[config.mk]
export PLATFORM = sky130hd
export DESIGN_NAME = alu_scheduler
export DESIGN_NICKNAME = d
export VERILOG_FILES = /design/src/rtl/alu_sched_pkg.sv /design/src/rtl/alu_scheduler_rr_arb2.sv /design/src/rtl/alu_scheduler.sv
export SDC_FILE = /design/constraint.sdc
export NUM_CORES = 1
export LEC_CHECK = 0
export ABC_AREA = 1
export BUFFER_PORTS_ARGS = -buffer_cell sky130_fd_sc_hd__clkbuf_2
export CAP_MARGIN = 10
export CORE_MARGIN = 2
export CORE_UTILIZATION = 40
export CTS_BUF_LIST = sky130_fd_sc_hd__clkbuf_4
export DETAILED_ROUTE_END_ITERATION = 10
export PLACE_DENSITY_LB_ADDON = 0.08
export SETUP_SLACK_MARGIN = 0.15
export SLEW_MARGIN = 40
export SYNTH_ARGS = -nofsm -noshare
export SYNTH_HDL_FRONTEND = slang
export SYNTH_SLANG_ARGS = --single-unit
[constraint.sdc]
create_clock -name clk -period 4.58 [get_ports clk]
set_clock_uncertainty 0.1 [all_clocks]
set_input_delay 1.145 -clock clk [delete_from_list [all_inputs] [get_ports clk]]
set_output_delay 1.145 -clock clk [all_outputs]
set_load 0.01 [all_outputs]
[src/rtl/alu_sched_pkg.sv]
// rtl/alu_sched_pkg.sv - shared opcodes, FSM state type and requester count for alu_scheduler
package alu_sched_pkg;

  localparam int REQ_N = 2;

  typedef enum logic [3:0] {
    OP_ADD   = 4'b0000,
    OP_SUB   = 4'b0001,
    OP_AND   = 4'b0010,
    OP_OR    = 4'b0011,
    OP_XOR   = 4'b0100,
    OP_NOT   = 4'b0101,
    OP_SHL   = 4'b0110,
    OP_SHR   = 4'b0111,
    OP_ASR   = 4'b1000,
    OP_ROL   = 4'b1001,
    OP_ROR   = 4'b1010,
    OP_MUL   = 4'b1011,
    OP_CMP   = 4'b1100,
    OP_CLR   = 4'b1101,
    OP_STORE = 4'b1110,
    OP_LOAD  = 4'b1111
  } alu_op_e;

  typedef enum logic [1:0] {
    ST_IDLE  = 2'd0,
    ST_ISSUE = 2'd1,
    ST_WAIT  = 2'd2,
    ST_RESP  = 2'd3
  } state_e;

endpackage

[src/rtl/alu_scheduler_rr_arb2.sv]
// rtl/alu_scheduler_rr_arb2.sv - two-way round-robin grant with priority pointer
module rr_arb2 (
  input  logic       clk,
  input  logic       reset,
  input  logic [1:0] req,
  input  logic       advance,
  output logic [1:0] gnt,
  output logic       gnt_id
);

  logic ptr_q;
  logic ptr_d;

  always_comb begin
    gnt = req;
    if (req == 2'b11) begin
      gnt = ptr_q ? 2'b10 : 2'b01;
    end
    gnt_id = gnt[1];
    ptr_d  = ptr_q;
    // Pointer hands priority to the requester that just lost
    if (advance && (req != 2'b00)) begin
      ptr_d = ~gnt_id;
    end
  end

  always_ff @(posedge clk or posedge reset) begin
    if (reset) begin
      ptr_q <= 1'b0;
    end else begin
      ptr_q <= ptr_d;
    end
  end

endmodule

[src/rtl/alu_scheduler.sv]
// rtl/alu_scheduler.sv - arbitrates two requesters onto a fixed-latency ALU and returns responses
// Optional sticky grant via req_lock is built when ALU_SCHED_LOCK_EN is defined.
module alu_scheduler import alu_sched_pkg::*; #(
  parameter int unsigned ALU_LAT = 1
) (
  input  logic       clk,
  input  logic       reset,
  input  logic [1:0] req_valid,
  output logic [1:0] req_ready,
  input  logic [7:0] req_op,
  input  logic [15:0] req_data,
  input  logic [1:0] req_lock,
  output logic [3:0] alu_sel,
  output logic [7:0] alu_data,
  output logic       alu_en,
  input  logic [7:0] alu_y,
  output logic       rsp_valid,
  input  logic       rsp_ready,
  output logic [7:0] rsp_data,
  output logic       rsp_id
);

  localparam logic [2:0] LAT = 3'(ALU_LAT);

  state_e           state_q, state_d;
  logic [3:0]       op_q, op_d;
  logic [7:0]       data_q, data_d;
  logic             id_q, id_d;
  logic [2:0]       cnt_q, cnt_d;
  logic [7:0]       rsp_data_q, rsp_data_d;
  logic             rsp_id_q, rsp_id_d;
  logic [REQ_N-1:0] eligible;
  logic [REQ_N-1:0] gnt;
  logic             gnt_id;
  logic             accept;

`ifdef ALU_SCHED_LOCK_EN
  logic lock_q, lock_d;
  logic lock_id_q, lock_id_d;

  assign eligible = lock_q ? (req_valid & (lock_id_q ? 2'b10 : 2'b01)) : req_valid;
`else
  logic unused_lock;

  assign unused_lock = ^req_lock;
  assign eligible    = req_valid;
`endif

  assign accept = (state_q == ST_IDLE) && (eligible != 2'b00);

  rr_arb2 u_arb (
    .clk     (clk),
    .reset   (reset),
    .req     (eligible),
    .advance (accept),
    .gnt     (gnt),
    .gnt_id  (gnt_id)
  );

  always_ff @(posedge clk or posedge reset) begin
    if (reset) begin
      state_q    <= ST_IDLE;
      op_q       <= 4'd0;
      data_q     <= 8'd0;
      id_q       <= 1'b0;
      cnt_q      <= 3'd0;
      rsp_data_q <= 8'd0;
      rsp_id_q   <= 1'b0;
    end else begin
      state_q    <= state_d;
      op_q       <= op_d;
      data_q     <= data_d;
      id_q       <= id_d;
      cnt_q      <= cnt_d;
      rsp_data_q <= rsp_data_d;
      rsp_id_q   <= rsp_id_d;
    end
  end

`ifdef ALU_SCHED_LOCK_EN
  always_ff @(posedge clk or posedge reset) begin
    if (reset) begin
      lock_q    <= 1'b0;
      lock_id_q <= 1'b0;
    end else begin
      lock_q    <= lock_d;
      lock_id_q <= lock_id_d;
    end
  end

  // Only the locked requester can be granted, so its req_lock alone decides the next lock
  always_comb begin
    lock_d    = lock_q;
    lock_id_d = lock_id_q;
    if (accept) begin
      lock_d    = req_lock[gnt_id];
      lock_id_d = gnt_id;
    end
  end
`endif

  always_comb begin
    state_d = state_q;
    case (state_q)
      ST_IDLE:  if (accept) state_d = ST_ISSUE;
      ST_ISSUE: state_d = ST_WAIT;
      ST_WAIT:  if (cnt_q == 3'd1) state_d = ST_RESP;
      ST_RESP:  if (rsp_ready) state_d = ST_IDLE;
      default:  state_d = ST_IDLE;
    endcase
  end

  always_comb begin
    op_d       = op_q;
    data_d     = data_q;
    id_d       = id_q;
    cnt_d      = cnt_q;
    rsp_data_d = rsp_data_q;
    rsp_id_d   = rsp_id_q;
    case (state_q)
      ST_IDLE: begin
        if (accept) begin
          op_d   = gnt_id ? req_op[7:4] : req_op[3:0];
          data_d = gnt_id ? req_data[15:8] : req_data[7:0];
          id_d   = gnt_id;
        end
      end
      ST_ISSUE: cnt_d = LAT;
      ST_WAIT: begin
        cnt_d = cnt_q - 3'd1;
        // Counter hits zero on this edge: ALU_LAT edges after the alu_en edge
        if (cnt_q == 3'd1) begin
          rsp_data_d = alu_y;
          rsp_id_d   = id_q;
        end
      end
      default: ;
    endcase
  end

  always_comb begin
    req_ready = 2'b00;
    if ((state_q == ST_IDLE) && !reset) begin
      req_ready = gnt;
    end
    alu_en    = (state_q == ST_ISSUE);
    rsp_valid = (state_q == ST_RESP);
  end

  assign alu_sel  = op_q;
  assign alu_data = data_q;
  assign rsp_data = rsp_data_q;
  assign rsp_id   = rsp_id_q;

endmodule

=== After elaboration in Yosys (flattened, before gate mapping) ===
Index checks and enable logic that the tools add are counted.
W data, S select, Z words.

* Multiplexer cells: 10
* Bitwise logic cells: 1
* Add/sub/neg operators: 1
* Reductions and logical operators: 10
* Equality and inequality tests: 8

{| class="wikitable"
|+ Operators with widths
! operator !! count
|-
| $mux W2 || 6
|-
| $mux W8 || 1
|-
| $pmux W2 S4 || 1
|-
| $eq A2 B2 Y1 const B || 3
|-
| $pmux W3 S2 || 1
|-
| $mux W4 || 1
|-
| $ne A2 B1 Y1 const B || 2
|-
| $reduce_and A2 Y1 || 2
|-
| $reduce_bool A2 Y1 || 2
|-
| $eq A3 B1 Y1 const B || 1
|-
| $logic_and A1 B1 Y1 || 3
|-
| $reduce_and A3 Y1 || 1
|-
| $sub A3 B1 Y3 const B || 1
|-
| $eq A2 B1 Y1 const B || 1
|-
| $logic_not A2 Y1 || 1
|-
| $ne A2 B2 Y1 const B || 1
|-
| $logic_not A1 Y1 || 1
|-
| $not A1 Y1 || 1
|}

* Output and inout bits: 25
* Bits in registers: 28
* Bits of input ports: 39
* Logic and storage cells: 38

=== Logic depth before layout (Yosys ltp) ===
* Depth after elaboration: 4
* Depth in mapped cells: 7
* Mapped depth without buffers: 7

=== Hierarchy ===
A second synthesis with hierarchy kept.

* Cells, all modules: 177
* Area, all modules: 1581.5 sq um

{| class="wikitable"
|+ By module, submodules not included
! module !! seq. area each (sq um) !! area each (sq um) !! cells an instance !! times used
|-
| alu_scheduler || 675.6 || 1510.2 || 167 || 1
|-
| rr_arb2 || 25.0 || 71.3 || 10 || 1
|}

=== Worst setup path before layout ===
Ideal clock, no wire load.

* Path kind: input to output
* Start: in req_valid[1]
* End: out req_ready[0]
* Data required time: 3335 ps
* Arrival time: 1671 ps
* Path buffers: 1
* Cell stages on the path: 4
* Path slack: 1664 ps
* Cell sequence: nand2_2 > buf_2 > nand2_2 > nor2_1

* Word-level cells in the longest chain between the ends: 3

{| class="wikitable"
|+ Ends and longest elaborated chain
! item !! RTL line !! text
|-
| start, declared || alu_scheduler.sv:8 || <nowiki>input logic [1:0] req_valid,</nowiki>
|-
| $eq A2 B2 Y1 || alu_scheduler_rr_arb2.sv:16 || <nowiki>if (req == 2'b11) begin</nowiki>
|-
| $mux W2 || alu_scheduler_rr_arb2.sv:16 ||
|-
| $mux W2 || alu_scheduler.sv:143 || <nowiki>if ((state_q == ST_IDLE) && !reset) begin</nowiki>
|-
| end, declared || alu_scheduler.sv:9 || <nowiki>output logic [1:0] req_ready,</nowiki>
|}

Every way passes these cells.

=== Final worst setup path ===
* Start: reg state_q[0]
* End: out req_ready[0]

* Word-level cells in the longest chain between the ends: 3

{| class="wikitable"
|+ Ends and longest elaborated chain
! item !! RTL line !! text
|-
| start, declared || alu_scheduler.sv:25 || <nowiki>state_e state_q, state_d;</nowiki>
|-
| start signal, assigned || alu_scheduler.sv:70 || <nowiki>state_q <= state_d;</nowiki>
|-
| $logic_not A2 Y1 || alu_scheduler.sv:143 ||
|-
| $logic_and A1 B1 Y1 || alu_scheduler.sv:143 ||
|-
| $mux W2 || alu_scheduler.sv:143 ||
|}

Every way passes these cells.

==> impl_metrics.env <==
export IMPL_worst_slew_margin_rel_pct=58.3
export IMPL_fmax_mhz=295
export IMPL_stdcell_area_sq_um=1770
export IMPL_final_core_util_pct=52.6
export IMPL_slew_viol_final=0
export IMPL_syn_to_final_growth_pct=25.9
export IMPL_timing_final_ws_setup_ps=1190
export IMPL_dpl_instance_area_sq_um=1720
export IMPL_rsz0062_at_grt="no"
export IMPL_drc=0
export IMPL_finalCritPeriodShare_pct=74.0
export IMPL_clock_latency_ps=330
export IMPL_ctsHtreeMaxLevel=1
export IMPL_postRouteAntennaNets=0
export IMPL_critPathLaunch="state_q[0]"
export IMPL_synth_top_area_cell="dfrtp_1"
export IMPL_cap_violations=0
export IMPL_grt_overflow_total=0
export IMPL_avgViaCountPerCell=4.74
export IMPL_die_height_microns=63.2
export IMPL_layout_min_cycle_time_ps=3390
export IMPL_n_antenna_cell=0
export IMPL_cts_tree="built"
export IMPL_grt_pass1_wl_mm=5.31
export IMPL_r2r_start="state_q[0]"
export IMPL_synth_top_family_by_area="simple AND/OR/NAND/NOR gates"
export IMPL_yosysTopAreaCellShare_pct=49.9
export IMPL_rrSetupSlack_ps=2680
export IMPL_drt_pass1_iter_count=4
export IMPL_power_density_nw_per_um2=654
export IMPL_path_class="register to output port"
export IMPL_synth_xor_area_share_pct=0
export IMPL_max_vdd_ir_drop_mv=0.337
export IMPL_antenna_found_initial=0
export IMPL_syn_area_per_cell_sq_um=8.56
export IMPL_tightest_slew_ps=626
export IMPL_track_usage_pct=16.6
export IMPL_ios=64
export IMPL_postSynth_asyncResetShare_pct=100
export IMPL_vias=1275
export IMPL_rows=21
export IMPL_endpoint_kind="output port"
export IMPL_min_delay_path_class="register to register"
export IMPL_post_place_ws_ps=1210
export IMPL_hpwl_mm=2.28
export IMPL_nets=270
export IMPL_synth_cells=164
export IMPL_die_x_microns=63.2
export IMPL_reg2reg_depth=6
export IMPL_status="finished, final reports clean"
export IMPL_finalSetupViolCount=0
export IMPL_finalSetupTns_ps=0
export IMPL_synth_seq_cells=28
export IMPL_synth_mux_area_share_pct=0
export IMPL_synth_edf_count=0
export IMPL_grt_pass1_vias=1194
export IMPL_gp_congestion=0.727
export IMPL_yosys_most_used_dff="dfrtp_1"
export IMPL_hold_buffers=0
export IMPL_port_buffers=61
export IMPL_ys_top_cells_by_count="nand2_1 (38), nand3_1 (36), dfrtp_1 (28)"
export IMPL_path_max_fanout=16
export IMPL_cts_resized=0
export IMPL_cts_root_buffer="clkbuf_4"
export IMPL_avgRoutedWirePerCell_microns=11.3
export IMPL_numCtsBuffers=3
export IMPL_crit_arrival_ps=2150
export IMPL_synth_compound_area_share_pct=6.42
export IMPL_die_area_sq_um=4000
export IMPL_cts_buffer_depth=2
export IMPL_grt_max_degree=29
export IMPL_whs_ps=408
export IMPL_drive_above_1_share_pct=32.7
export IMPL_finalHoldViolCount=0
export IMPL_reg2reg_to="alu_data[6]"
export IMPL_start_util_pct=41.7
export IMPL_ys_warn_count=0
export IMPL_synthAdderAreaFrac_pct=6.24
export IMPL_leakage_nw=0.995
export IMPL_postCtsSetupRepairBufs=0
export IMPL_core_sq_um=3360
export IMPL_synth_area_leaders="dfrtp_1 (50%), nand3_1 (13%), nand2_1 (10%), ha_1 (6.2%), inv_1 (5.1%)"
export IMPL_syn_cell_area_sq_um=1400
export IMPL_critical_path_startpoint_type="register"
export IMPL_cts_clk_slew_worst_paths_ps=160
export IMPL_cts_sinks=28
export IMPL_endpoint="req_ready[0]"
export IMPL_critPathRequiredTime_ps=3340
export IMPL_syn_num_nets=210
export IMPL_post_synth_top_count_cell="nand2_1"
export IMPL_synth_simple_gate_area_share_pct=28.2
export IMPL_wirelength_mm=3.04
export IMPL_synth_cell_types=19
export IMPL_drt_first_iter_violations=46
export IMPL_ys_seq_area_share_pct=49.9
power by group:
group / internal [mW] / switching (mW)
logic: 0.214 / 0.340
registers: 0.369 / 0.0687
clock network: 0.0885 / 0.0753
total: 0.672 / 0.484
logic make-up (layout without fill, tap and decap cells):
family                     Yosys count  count (layout)
adders and majority gates            7               7
AOI/OAI and AO/OA                   15              15
and+or+nand+nor                     87              87
buffers and inverters               27              86
DFF                                 28              28
cell usage in the layout (no fill, tap or decap), drive strengths merged:
cell / synthesis / layout
bufinv: 0 / 1
o21ai: 14 / 14
clkbuf: 0 / 64
clkinv: 1 / 1
nand3: 38 / 38
inv: 20 / 20
nor3: 1 / 1
dfrtp: 28 / 28
ha: 7 / 7
a21oi: 1 / 1
nor2: 6 / 6
nand2: 40 / 40
nand4: 2 / 2
flip-flops by register name (all words and copies together), names as in the netlist:
| name | flops |
|---|---|
| cnt_q | 3 |
| rsp_data | 8 |
| state_q | 2 |
| rsp_id | 1 |
| alu_sel | 4 |
| u_arb.ptr_q | 1 |
| alu_data | 8 |
| id_q | 1 |
layer usage:
| metal | vias to the layer above | track usage, % | share of wire, % |
|---|---|---|---|
| li1 | 646 | - | - |
| met5 | - | 0 | 0 |
| met1 | 593 | 21.4 | 44 |
| met4 | 0 | 4.89 | 0.63 |
| met2 | 34 | 28.6 | 50 |
| met3 | 2 | 2.68 | 5.4 |
worst min path at each step:
stage,startpoint,to,slack [ps],depth (start not counted)
after CTS,rsp_data[3],rsp_data[3],410,2
after global placement,rsp_data[7],rsp_data[7],370,2
after global routing,rsp_id,rsp_id,430,2
after floorplan,id_q,id_q,350,2
after detailed placement,rsp_data[3],rsp_data[3],380,2
final,rsp_data[3],rsp_data[3],410,2
worst max-delay path, cell delays in order (launching register included):
cell      delay (ps)
dfrtp_1          440
inv_1            120
ha_1             570
nand2_1          120
clkinv_1         240
nand2_2           80
nor2_1           110
clkbuf_2         140
per-stage QoR:
| step | power (mW) | instances |
|---|---|---|
| floorplan | 0.837 | 164 |
| global placement | 0.987 | 265 |
| CTS | 1.18 | 269 |
| finish | 1.16 | 269 |
| global route | 1.28 | 269 |
| detailed placement | 1.01 | 265 |
area by class of cell:
| type | instances | area (sq um) |
|---|---|---|
| well taps | 46 | 57.6 |
| fillers | 370 | 1600 |
| clock buffers | 3 | 22.5 |
| clock inverters | 1 | 30.0 |
| flip-flops and latches | 28 | 701 |
| inverters | 21 | 78.8 |
| repair buffers | 61 | 305 |
| multi-input cells | 109 | 573 |
No activity file was read; power rests on OpenSTA's default activity.
